==> config.mk <==
export PLATFORM = sky130hd
export DESIGN_NAME = pll_phase_filter
export DESIGN_NICKNAME = d
export VERILOG_FILES = /design/src/rtl/pll_phase_filter_pkg.sv /design/src/rtl/pll_phase_filter_edge_sync.sv /design/src/rtl/pll_phase_filter.sv
export SDC_FILE = /design/constraint.sdc
export NUM_CORES = 1
export LEC_CHECK = 0
export ABC_AREA = 1
export CELL_PAD_IN_SITES_DETAIL_PLACEMENT = 0
export CELL_PAD_IN_SITES_GLOBAL_PLACEMENT = 1
export CORE_AREA = 2 2 90 179
export CTS_BUF_LIST = sky130_fd_sc_hd__clkbuf_8
export DETAILED_ROUTE_END_ITERATION = 10
export DIE_AREA = 0 0 92 181
export PLACE_DENSITY_LB_ADDON = 0.1
export SLEW_MARGIN = 10
export SYNTH_ARGS = -nofsm -noshare
export SYNTH_HDL_FRONTEND = slang
export SYNTH_SLANG_ARGS = --single-unit
==> constraint.sdc <==
create_clock -name clk -period 9.1 [get_ports clk]
set_input_delay 1.82 -clock clk [delete_from_list [all_inputs] [get_ports clk]]
set_output_delay 1.82 -clock clk [all_outputs]
set_load 0.01 [all_outputs]
==> src/rtl/pll_phase_filter_pkg.sv <==
// Shared types and helpers for the PLL phase detector / PI loop filter.
//  - pd_state_t : phase-detector FSM states
//  - *_DEF      : default parameter values for pll_phase_filter
//  - sat_signed : clamp a signed value to the range of a narrower signed word
package pll_phase_filter_pkg;

    typedef enum logic [1:0] {
        IDLE      = 2'd0,
        REF_FIRST = 2'd1,
        FB_FIRST  = 2'd2,
        UPDATE    = 2'd3
    } pd_state_t;

    localparam int CTRL_W_DEF   = 24;
    localparam int ERR_W_DEF    = 12;
    localparam int KP_SH_DEF    = 6;
    localparam int KI_SH_DEF    = 2;
    localparam int LOCK_TOL_DEF = 4;
    localparam int LOCK_CNT_DEF = 16;

    // Reference path needs two flops to tame metastability; fb is already
    // in the clk domain.
    localparam int REF_SYNC_STAGES = 2;
    localparam int FB_SYNC_STAGES  = 0;

    localparam int SAT_W = 64;

    // Clamp v into [-2^(w-1), 2^(w-1)-1]. Callers sign-extend into SAT_W
    // bits and truncate the result back to w bits.
    function automatic logic signed [SAT_W-1:0] sat_signed(
        input logic signed [SAT_W-1:0] v,
        input int                      w
    );
        logic signed [SAT_W-1:0] hi;
        logic signed [SAT_W-1:0] lo;
        hi = (64'sd1 <<< (w - 1)) - 64'sd1;
        lo = -(64'sd1 <<< (w - 1));
        if (v > hi) begin
            return hi;
        end else if (v < lo) begin
            return lo;
        end else begin
            return v;
        end
    endfunction

endpackage

==> src/rtl/pll_phase_filter_edge_sync.sv <==
// Optional N-flop synchronizer followed by a rising-edge detector.
//  clk  : system clock
//  rst  : asynchronous active-high reset
//  d    : input level (asynchronous when SYNC_STAGES > 0)
//  rise : one-cycle pulse on each rising edge of the (synchronized) level
// With SYNC_STAGES = 0 the input is assumed to be clk-synchronous and only
// the edge-history flop is used, so rise follows d combinationally.
module pll_phase_filter_edge_sync #(
    parameter int SYNC_STAGES = 2
) (
    input  logic clk,
    input  logic rst,
    input  logic d,
    output logic rise
);

    logic sync_s;
    logic prev_r;

    generate
        if (SYNC_STAGES == 0) begin : g_direct
            assign sync_s = d;
        end else begin : g_sync
            logic [SYNC_STAGES-1:0] sync_r;

            // Synchronizer shift chain
            always_ff @(posedge clk or posedge rst) begin
                if (rst) begin
                    sync_r <= '0;
                end else begin
                    sync_r[0] <= d;
                    for (int i = 1; i < SYNC_STAGES; i++) begin
                        sync_r[i] <= sync_r[i-1];
                    end
                end
            end

            assign sync_s = sync_r[SYNC_STAGES-1];
        end
    endgenerate

    // Previous-level history for edge detection
    always_ff @(posedge clk or posedge rst) begin
        if (rst) begin
            prev_r <= 1'b0;
        end else begin
            prev_r <= sync_s;
        end
    end

    assign rise = sync_s & ~prev_r;

endmodule

==> src/rtl/pll_phase_filter.sv <==
// Digital phase detector plus PI loop filter feeding the NCO trim word.
//  clk        : system clock
//  rst        : asynchronous active-high reset
//  ena        : enable; low freezes the filter and aborts a measurement
//  ref_in     : reference clock (asynchronous to clk)
//  fb_in      : NCO feedback clock (synchronous to clk)
//  clr_integ  : one-cycle integrator / lock clear
//  ctrl       : signed trim word to the NCO
//  ctrl_valid : one-cycle pulse when ctrl is updated
//  phase_err  : last measured signed phase error in clk cycles
//  locked     : error has stayed within tolerance for LOCK_CNT updates
// A positive error means the reference edge came first (NCO slow).
module pll_phase_filter
    import pll_phase_filter_pkg::*;
#(
    parameter int CTRL_W   = CTRL_W_DEF,
    parameter int ERR_W    = ERR_W_DEF,
    parameter int KP_SH    = KP_SH_DEF,
    parameter int KI_SH    = KI_SH_DEF,
    parameter int LOCK_TOL = LOCK_TOL_DEF,
    parameter int LOCK_CNT = LOCK_CNT_DEF
) (
    input  logic                     clk,
    input  logic                     rst,
    input  logic                     ena,
    input  logic                     ref_in,
    input  logic                     fb_in,
    input  logic                     clr_integ,
    output logic signed [CTRL_W-1:0] ctrl,
    output logic                     ctrl_valid,
    output logic signed [ERR_W-1:0]  phase_err,
    output logic                     locked
);

    localparam int CNT_W = ERR_W - 1;
    localparam int IW    = CTRL_W + 2;
    localparam int LCW   = $clog2(LOCK_CNT + 1);

    localparam logic [CNT_W-1:0]        CNT_MAX    = {CNT_W{1'b1}};
    localparam logic signed [ERR_W-1:0] ERR_MAX    = {1'b0, {CNT_W{1'b1}}};
    localparam logic [LCW-1:0]          LOCK_CNT_V = LCW'(LOCK_CNT);

    logic ref_rise_s;
    logic fb_rise_s;

    pd_state_t               state_r, state_s;
    logic [CNT_W-1:0]        cnt_r, cnt_s;
    logic signed [ERR_W-1:0] err_r, err_s;
    logic signed [ERR_W-1:0] cnt_ext_s;

    logic signed [IW-1:0]     err_ext_s;
    logic signed [IW-1:0]     integ_sum_s;
    logic signed [IW-1:0]     ctrl_sum_s;
    logic signed [CTRL_W-1:0] integ_n_s;
    logic signed [CTRL_W-1:0] integ_base_s;
    logic signed [CTRL_W-1:0] ctrl_n_s;
    logic                     in_lock_s;
    logic [LCW-1:0]           lock_cnt_n_s;

    logic signed [CTRL_W-1:0] integ_r;
    logic signed [CTRL_W-1:0] ctrl_r;
    logic                     ctrl_valid_r;
    logic signed [ERR_W-1:0]  phase_err_r;
    logic [LCW-1:0]           lock_cnt_r;
    logic                     locked_r;

    pll_phase_filter_edge_sync #(.SYNC_STAGES(REF_SYNC_STAGES)) u_ref_sync (
        .clk  (clk),
        .rst  (rst),
        .d    (ref_in),
        .rise (ref_rise_s)
    );

    pll_phase_filter_edge_sync #(.SYNC_STAGES(FB_SYNC_STAGES)) u_fb_sync (
        .clk  (clk),
        .rst  (rst),
        .d    (fb_in),
        .rise (fb_rise_s)
    );

    assign cnt_ext_s = {1'b0, cnt_r};

    // Phase-detector state, counter and measured-error registers
    always_ff @(posedge clk or posedge rst) begin
        if (rst) begin
            state_r <= IDLE;
            cnt_r   <= '0;
            err_r   <= '0;
        end else begin
            state_r <= state_s;
            cnt_r   <= cnt_s;
            err_r   <= err_s;
        end
    end

    // Phase-detector next state: count from the first edge to the other one
    always_comb begin
        state_s = state_r;
        cnt_s   = cnt_r;
        err_s   = err_r;
        if (!ena) begin
            state_s = IDLE;
            cnt_s   = '0;
        end else begin
            case (state_r)
                IDLE: begin
                    if (ref_rise_s && fb_rise_s) begin
                        err_s   = '0;
                        state_s = UPDATE;
                    end else if (ref_rise_s) begin
                        cnt_s   = CNT_W'(1);
                        state_s = REF_FIRST;
                    end else if (fb_rise_s) begin
                        cnt_s   = CNT_W'(1);
                        state_s = FB_FIRST;
                    end else begin
                        state_s = IDLE;
                    end
                end
                REF_FIRST: begin
                    // Further ref edges are ignored until fb closes the window.
                    if (fb_rise_s) begin
                        err_s   = cnt_ext_s;
                        state_s = UPDATE;
                    end else if (cnt_r == CNT_MAX) begin
                        err_s   = ERR_MAX;
                        state_s = UPDATE;
                    end else begin
                        cnt_s = cnt_r + CNT_W'(1);
                    end
                end
                FB_FIRST: begin
                    if (ref_rise_s) begin
                        err_s   = -cnt_ext_s;
                        state_s = UPDATE;
                    end else if (cnt_r == CNT_MAX) begin
                        err_s   = -ERR_MAX;
                        state_s = UPDATE;
                    end else begin
                        cnt_s = cnt_r + CNT_W'(1);
                    end
                end
                UPDATE: begin
                    // Edges arriving now are dropped on purpose.
                    cnt_s   = '0;
                    state_s = IDLE;
                end
                default: begin
                    cnt_s   = '0;
                    state_s = IDLE;
                end
            endcase
        end
    end

    // PI filter arithmetic; a coincident clear replaces the integrator by zero
    always_comb begin
        err_ext_s    = {{(IW-ERR_W){err_r[ERR_W-1]}}, err_r};
        integ_sum_s  = {{2{integ_r[CTRL_W-1]}}, integ_r} + (err_ext_s <<< KI_SH);
        integ_n_s    = CTRL_W'(sat_signed(SAT_W'(integ_sum_s), CTRL_W));
        if (clr_integ) begin
            integ_base_s = '0;
        end else begin
            integ_base_s = integ_n_s;
        end
        ctrl_sum_s   = {{2{integ_base_s[CTRL_W-1]}}, integ_base_s} + (err_ext_s <<< KP_SH);
        ctrl_n_s     = CTRL_W'(sat_signed(SAT_W'(ctrl_sum_s), CTRL_W));
        in_lock_s    = (int'(err_r) <= LOCK_TOL) && (int'(err_r) >= -LOCK_TOL);
        if (lock_cnt_r == LOCK_CNT_V) begin
            lock_cnt_n_s = lock_cnt_r;
        end else begin
            lock_cnt_n_s = lock_cnt_r + LCW'(1);
        end
    end

    // Filter state, outputs and lock tracking
    always_ff @(posedge clk or posedge rst) begin
        if (rst) begin
            integ_r      <= '0;
            ctrl_r       <= '0;
            ctrl_valid_r <= 1'b0;
            phase_err_r  <= '0;
            lock_cnt_r   <= '0;
            locked_r     <= 1'b0;
        end else begin
            ctrl_valid_r <= 1'b0;
            if (ena && (state_r == UPDATE)) begin
                integ_r      <= integ_base_s;
                ctrl_r       <= ctrl_n_s;
                phase_err_r  <= err_r;
                ctrl_valid_r <= 1'b1;
                if (clr_integ || !in_lock_s) begin
                    lock_cnt_r <= '0;
                    locked_r   <= 1'b0;
                end else begin
                    lock_cnt_r <= lock_cnt_n_s;
                    locked_r   <= (lock_cnt_n_s == LOCK_CNT_V);
                end
            end else if (clr_integ) begin
                integ_r    <= '0;
                lock_cnt_r <= '0;
                locked_r   <= 1'b0;
            end else begin
                integ_r <= integ_r;
            end
        end
    end

    assign ctrl       = ctrl_r;
    assign ctrl_valid = ctrl_valid_r;
    assign phase_err  = phase_err_r;
    assign locked     = locked_r;

endmodule

==> results of run 1 <==
-- worst register-to-register path: stages (launching register included) --
cell	delay [ns]
dfrtp_1	0.45
ha_1	0.23
inv_1	0.06
fa_1	0.41
nor2_1	0.20
nand2_1	0.14
nand3_1	0.22
nand2_2	0.11
nand4_2	0.13
nand2_1	0.13
nand2_2	0.62
a21oi_2	0.13
ha_1	0.31
fa_1	0.44
nand3_1	0.13
nand3_2	0.11
nand2_1	0.10
nand3_2	0.11
nand2_1	0.10
nand2_1	0.08
nand2_1	0.10
nand2_1	0.07
nand2_2	0.14
nand2_2	0.24
nand2_1	0.15
a21oi_1	0.08
-- state kept, by name, summed over array words and instances (netlist names) --
signal / cells
u_fb_sync.prev_r: 1
state_r: 2
locked: 1
ctrl: 24
cnt_r: 11
integ_r: 24
ctrl_valid: 1
err_r: 12
u_ref_sync.g_sync.sync_r: 2
lock_cnt_r: 5
phase_err: 12
u_ref_sync.prev_r: 1
-- layout make-up --
type                       instances  area share [%]
clock buffer                      10            1.70
clock inverter                     6           0.849
timing repair buffer              48            5.78
inverter                         120            5.59
multi-input combinational        806            53.4
tap                              198            3.06
sequential                        96            29.7
-- power breakdown --
part	switching, mW	internal (mW)	total [mW]
Combinational	0.536	0.338	0.874
Sequential	0.100	0.515	0.615
Clock	0.165	0.136	0.301
-- path summary, 6_finish.rpt --
path | startpoint | to | cells after the start
max | err_r[0]$_DFFE_PP0P_ | ctrl[17]$_DFFE_PP0P_ | 25
min reg2reg | u_ref_sync.g_sync.sync_r[0]$_DFF_PP0_ | u_ref_sync.g_sync.sync_r[1]$_DFF_PP0_ | 0
min | u_ref_sync.g_sync.sync_r[0]$_DFF_PP0_ | u_ref_sync.g_sync.sync_r[1]$_DFF_PP0_ | 0
max in group asynchronous | rst | lock_cnt_r[1]$_DFFE_PP0P_ | 3
min in group asynchronous | rst | u_ref_sync.g_sync.sync_r[0]$_DFF_PP0_ | 2
max reg2reg | err_r[0]$_DFFE_PP0P_ | ctrl[17]$_DFFE_PP0P_ | 25
-- kinds of logic after synthesis --
kind of cell,count (synthesis)
AOI/OAI and AO/OA,161
DFF,96
and+or+nand+nor,555
buffers and inverters,146
xor gates and xnor gates,37
adders and majority gates,51
muxes,2
-- synthesized netlist by cell type (2+ instances only) --
cell,number,area share (%)
xor2_1,26,3.1
nand3b_1,4,0.41
a21oi_2,8,0.95
a31oi_1,4,0.34
nor2_1,66,3.4
buf_6,4,0.61
inv_2,7,0.36
nor4_1,5,0.43
o21ai_0,56,3.8
o41ai_1,2,0.24
a21oi_1,60,4.1
inv_1,111,5.7
nand2_1,340,17
mux2i_1,2,0.27
nor2_4,5,0.77
o21bai_1,7,0.72
dfrtp_1,96,33
nor3_1,15,1.0
clkinv_1,2,0.10
buf_4,2,0.20
buf_2,9,0.61
ha_1,49,8.4
nand3_2,4,0.55
clkbuf_1,9,0.46
xnor2_1,11,1.3
nand3_1,74,5.0
o22ai_1,7,0.60
nor2_2,4,0.34
o21ai_1,2,0.14
a21o_1,2,0.20
nand2_2,16,1.4
o211ai_1,2,0.20
nand4_1,19,1.6
fa_1,2,0.55
o31ai_1,3,0.31
o221ai_1,3,0.36
-- cell usage in the layout, fill, tap and decap left out, drive strengths merged, types with 2 or more instances in the layout --
cell type	netlist	layout
clkbuf	9	10
buf	17	5
a31oi	4	4
nand3	78	78
clkdlybuf4s50	0	43
ha	49	49
nand3b	4	4
nor3	15	15
nand2	356	356
clkinv	2	3
o211ai	2	2
xor2	26	26
o21ai	58	58
o221ai	3	3
nor4	5	5
o31ai	3	3
nor2	75	75
clkinvlp	0	2
fa	2	2
o41ai	2	2
a21oi	69	69
a21o	2	2
dfrtp	96	96
nand4	20	20
o22ai	7	7
inv	118	120
xnor2	11	11
mux2i	2	2
o21bai	7	7
-- layer usage --
layer | vias up | track usage [%] | share of wire, %
li1 | 3485 | - | -
met1 | 3255 | 28.7 | 35
met2 | 158 | 58.2 | 57
met3 | 56 | 2.34 | 2.3
met4 | 0 | 15.3 | 5.4
met5 | - | 0 | 0
==> results.md, run 1 <==
* Hold buffers post-CTS at 0
* Place WS at ~3.7 ns
* Slew Viols, Final at 0
* Antenna diode count at 0
* Ys flop type: dfrtp_1
* Vias/cell at between 5 and 6
* Complex-gate fraction of the synthesized area at approximately 13%
* Final core utilization at a little over half
* Status: complete, no violations
* CP Launch Type: flop
* Average wire per standard cell at roughly 18 microns
* CP peak stage delay at 0.62 ns
* Post-route cell area at around 0.0081 sq mm
* GRT overflow at 0
* CTS-repair resized insts at 0
* Die Ht at between 150 and 200 microns
* EDFF count, synth at 0
* FP Rows at between 60 and 70
* Crit Path Max Fanout at 38
* DP Area at about 0.0079 sq mm
* Post-synthesis cell area at between 0.007 and 0.008 sq mm
* Post-DP HPWL at approximately 19000 microns
* Vias in the first global route at 7256
* Setup ws final at 3.97 ns
* Fillers at 1587
* Worst R2R Setup Slack at 3.97 ns
* Pleak at about 4.3 nW
* Worst-Margin Slew at between 0.9 and 1 ns
* Ports at 44
* Max-cap viol count at 0
* Largest net degree at the start of global routing at 54
* Die Wd at approximately 90 microns
* Initial drt markers at between 300 and 400
* Most frequent CP cell: nand2_1
* DP Cell Count at 1268
* Via count at about 7000
* Syn Area/Cell at 7.00 sq um
* Pwr per Cell Area at 221 mW/mm^2
* Area Growth Syn to Fin at 10.4%
* Worst Hold Class: flop to flop
* Peak Freq at around 0.19 GHz
* RSZ-0062 raised after global routing: no
* Mux cell area share after synthesis at 0.273%
* Syn nets at 1105
* Slew headroom at around a third
* Synth Area in Simple Gates at around 33%
* Fin crit period at slightly above 5 ns
* Antenna viol nets, final at 0
* Clock Tree Root: clkbuf_8
* Multi-input gate area at between 0.004 and 0.005 sq mm
* Hold Fails Final Rpt at 0
* Starting density of the core at a little under 50%
* CTS clk-pin slew, worst paths at approximately 0.10 ns
* Slowest stage cell, crit path: nand2_2
* Non-Filler Instances at about 1300
* Final TNS setup at 0 ns
* Routability cong. at roughly 0.94
* Initial antenna violation count at 0
* Num CTS Buffers at 9
* Netlist cell types at 46
* Area taken by flip-flops and latches at around 0.0024 sq mm
* Design Power at about 1.8 mW
* WHS at between 0.3 and 0.4 ns
* Total global-route track usage at between 20 and 30%
* DRC at 0
* H-tree Lvls at 3
* Warnings, synthesis at 0
* Asr flop ratio synth at between 90% and 100%
* Max IR drop VDD at ~0.00014 V
* Final setup violation count at 0
* Adder-cell share of the synthesized area at between 8 and 9%
* Final wirelength at 23300 microns
* Skew-Pair Late Insertion Delay at roughly 0.4 ns
* CTS tree: yes
* Largest family of logic cells by synthesized area: simple AND/OR/NAND/NOR gates
* Sequential element share of the synthesized area at about a third
* DIE AREA at between 0.015 and 0.02 sq mm
* Final Net Count at 1138
* Final period util at 56.4%
* I/O Buffers at 43
* Clk_skew at about 0.012 ns
* Postcts setup bufs at 0
* Core ar. at 0.0152 sq mm
* Share of cells above drive strength 1 at approximately 6.3%
* CP Data Required Time at around 9.4 ns
* CP arrival at between 5 and 6 ns
* Register bit total from synthesis at between 90 and 100
* Crit path max-delay family: simple AND/OR/NAND/NOR gates
* Synthesized instance count at 1048
* Worst path buffer plus inverter count at 1
* CP Class: flop to flop
* Post-Synth XOR/XNOR Area at between 4 and 5%
* Clock Tree Buf Depth at 2
* Clock sink count at 96
* First-pass GRT wire length at between 30000 and 40000 microns
* First-pass DRT Iterations at 5
* Critical path capture point type: flop
Note: power is estimated with default switching activity, not from simulation.
==> run 2: changes to the inputs <==
--- a/config.mk
+++ b/config.mk
@@ -8,10 +8,10 @@
 export ABC_AREA = 1
 export CELL_PAD_IN_SITES_DETAIL_PLACEMENT = 0
 export CELL_PAD_IN_SITES_GLOBAL_PLACEMENT = 1
-export CORE_AREA = 2 2 90 179
+export CORE_AREA = 2 2 98 195
 export CTS_BUF_LIST = sky130_fd_sc_hd__clkbuf_8
 export DETAILED_ROUTE_END_ITERATION = 10
-export DIE_AREA = 0 0 92 181
+export DIE_AREA = 0 0 100 197
 export PLACE_DENSITY_LB_ADDON = 0.1
 export SLEW_MARGIN = 10
 export SYNTH_ARGS = -nofsm -noshare
==> constraint.sdc (replaced) <==
create_clock -name clk -period 4.4 [get_ports clk]
set_input_delay 0.88 -clock clk [delete_from_list [all_inputs] [get_ports clk]]
set_output_delay 0.88 -clock clk [all_outputs]
set_load 0.01 [all_outputs]
==> run 2 against run 1 <==
Against the previous run: cell area rose by 10%; clock skew increased by 0.0043 ns; register-to-register slack got worse by 3.8 ns; non-clock buffer count increased by 81; flip-flop and latch count unchanged; core utilization down 4.3 points; largest power group unchanged.
==> results.md, run 2 (same netlist as run 1, synthesis figures left out) <==
* GRT overflow at 0 (unchanged)
* Core ar. at 0.0182 sq mm (+20%)
* First-pass GRT wire length at 40500 microns (+7.6%)
* Met3 Use GR at 1.88% (-0.46 points)
* Psw at 1.79 mW (+120%)
* Place WS at -0.0224 ns (-3.75 ns)
* Clock Tree Root: clkbuf_8
* DRC at 0 (unchanged)
* Critical path capture point type: flop
* Largest net degree at the start of global routing at 97 (+80%)
* Final Net Count at 1219 (+7.1%)
* I/O Buffers at 43 (unchanged)
* DP Cell Count at 1358 (+7.1%)
* Area taken by flip-flops and latches at 0.00240 sq mm (about the same)
* Crit Path Max Fanout at 13 (-66%)
* GRT busiest layer: met2
* Worst Hold Class: flop to flop
* Fillers at 1946 (+23%)
* Sequential group share of total power at 30.0% (-4.4 points)
* Clock sink count at 96 (unchanged)
* Final wirelength at 26300 microns (+13%)
* Skew-Pair Late Insertion Delay at 0.40 ns (about the same)
* CP peak stage delay at 0.43 ns (-0.19 ns)
* Multi-input gate area at 0.00446 sq mm (+3.0%)
* CP Class: flop to flop
* Post-DP HPWL at 21200 microns (+14%)
* Pleak at 4.74 nW (+11%)
* Antenna viol nets, final at 0 (unchanged)
* Fin crit period at 4.24 ns (-0.889 ns)
* Combinational power share at 55.0% (+6.2 points)
* Most frequent cells in the layout: nand2_1 (335), inv_1 (110), dfrtp_1 (95)
* CP Data Required Time at 4.69 ns (-4.67 ns)
* Final core utilization at 49.0% (-4.3 points)
* Pwr per Cell Area at 458 mW/mm^2 (+110%)
* Slew Viols, Final at 0 (unchanged)
* Status: complete, no violations
* GRT met1 Usage at 25.2% (-3.5 points)
* Max IR drop VDD at 0.000247 V (+74%)
* DIE AREA at 0.0197 sq mm (+18%)
* Final TNS setup at 0 ns (unchanged)
* Clk pwr share at 15.0% (-1.8 points)
* Non-Filler Instances at 1381 (+7.6%)
* Slowest stage cell, crit path: dfrtp_2
* Starting density of the core at 40.3% (-8.0 points)
* Routability cong. at 0.962 (+2.3%)
* Most common cell after layout, fill and taps aside: nand2_1
* Vias in the first global route at 7629 (+5.1%)
* Most frequent CP cell: nand2_1
* Peak Freq at 0.236 GHz (+21%)
* H-tree Lvls at 3 (unchanged)
* Total global-route track usage at 27.3% (-1.9 points)
* Final period util at 96.4% (+40 points)
* CP arrival at 4.54 ns (-0.86 ns)
* Share of cells above drive strength 1 at 14.4% (+8.2 points)
* Hold buffers post-CTS at 0 (unchanged)
* Initial drt markers at 334 (-7.5%)
* Via count at 7313 (+5.2%)
* Final setup violation count at 0 (unchanged)
* Slew headroom at 44.7% (+11 points)
* Ports at 44 (unchanged)
* Routing usage on met2 at 54.2% (-4.0 points)
* CP Launch Type: flop
* Sw Share at 43.8% (-0.94 points)
* Vias/cell at 5.30 (-2.2%)
* Post-route cell area at 0.00892 sq mm (+10%)
* Hold Fails Final Rpt at 0 (unchanged)
* Average wire per standard cell at 19.0 microns (+5.0%)
* DP Area at 0.00850 sq mm (+7.6%)
* Die Wd at 100 microns (+8.7%)
* Initial antenna violation count at 0 (unchanged)
* P_int at 2.30 mW (+130%)
* Setup ws final at 0.158 ns (-3.81 ns)
* First-pass DRT Iterations at 7 (+2)
* Clk_skew at 0.0158 ns (+0.00426 ns)
* Area Growth Syn to Fin at 21.5%
* Worst-Margin Slew at 0.827 ns (-0.159 ns)
* Clock Tree Buf Depth at 2 (unchanged)
* Die Ht at 197 microns (+8.8%)
* Num CTS Buffers at 9 (unchanged)
* Antenna diode count at 0 (unchanged)
* CTS clk-pin slew, worst paths at 0.10 ns (about the same)
* CTS tree: yes
* FP Rows at 70 (+9.4%)
* Max-cap viol count at 0 (unchanged)
==> run 2: changes by cell type in the layout (fill, tap and decap cells not counted), sizes merged <==
cell | previous run | this run
inv | 120 | 119
clkbuf | 10 | 12
clkinv | 3 | 2
buf | 5 | 84
==> run 2: critical path, delay by kind of cell (launching register included) <==
kind	cells	cell delay [ns]
muxes	1	0.11
and+or+nand+nor	18	1.72
AOI/OAI and AO/OA	2	0.31
adders and majority gates	2	0.72
DFF	1	0.43
buffers and inverters	6	0.83
==> run 2: through the flow <==
step / power, mW / hold slack (ns)
2_1_floorplan: 2.40 / 0.331
3_3_place_gp: 3.38 / 0.332
3_5_place_dp: 3.37 / 0.341
4_1_cts: 4.01 / 0.364
5_1_grt: 4.35 / 0.367
6_report: 4.09 / 0.359
==> run 2: repair_timing <==
action	4_1_cts	5_1_grt
endpoints found under the setup margin	15	24
gates resized for setup	1	35
pin swaps	0	9
gates cloned	0	1
setup buffers	0	8
==> run 2: area by class of cell <==
| class | instances | share of cell area (%) |
|---|---|---|
| multi-input cells | 806 | 49.9 |
| well taps | 216 | 3.03 |
| repair buffers | 129 | 12.9 |
| flip-flops and latches | 96 | 26.9 |
| inverters | 120 | 5.08 |
| clock buffers | 10 | 1.54 |
| clock inverters | 4 | 0.603 |
==> run 2: worst paths after layout <==
path | to | startpoint | depth (start not counted) | slack [ns]
setup / recovery | ctrl[5]$_DFFE_PP0P_ | err_r[11]$_DFFE_PP0P_ | 29 | 0.16
hold / removal | u_ref_sync.g_sync.sync_r[1]$_DFF_PP0_ | u_ref_sync.g_sync.sync_r[0]$_DFF_PP0_ | 0 | 0.36
setup reg to reg | ctrl[5]$_DFFE_PP0P_ | err_r[11]$_DFFE_PP0P_ | 29 | 0.16
hold reg to reg | u_ref_sync.g_sync.sync_r[1]$_DFF_PP0_ | u_ref_sync.g_sync.sync_r[0]$_DFF_PP0_ | 0 | 0.36
max in group asynchronous | err_r[1]$_DFFE_PP0P_ | rst | 3 | 3.01
min in group asynchronous | u_ref_sync.prev_r$_DFF_PP0_ | rst | 3 | 0.95
==> run 2: routing by layer <==
metal | up-vias | routed length (microns)
met5 | - | 0
li1 | 3659 | -
met4 | 0 | 1960
met2 | 179 | 15200
met3 | 80 | 497
met1 | 3395 | 8620
==> run 2: power by group through the flow <==
stage	logic [mW]	clock network [mW]	registers (mW)
floorplan	1.12	0	1.28
global placement	2.13	0	1.26
detailed placement	2.12	0	1.25
CTS	2.14	0.631	1.24
global route	2.45	0.656	1.25
finish	2.25	0.615	1.23
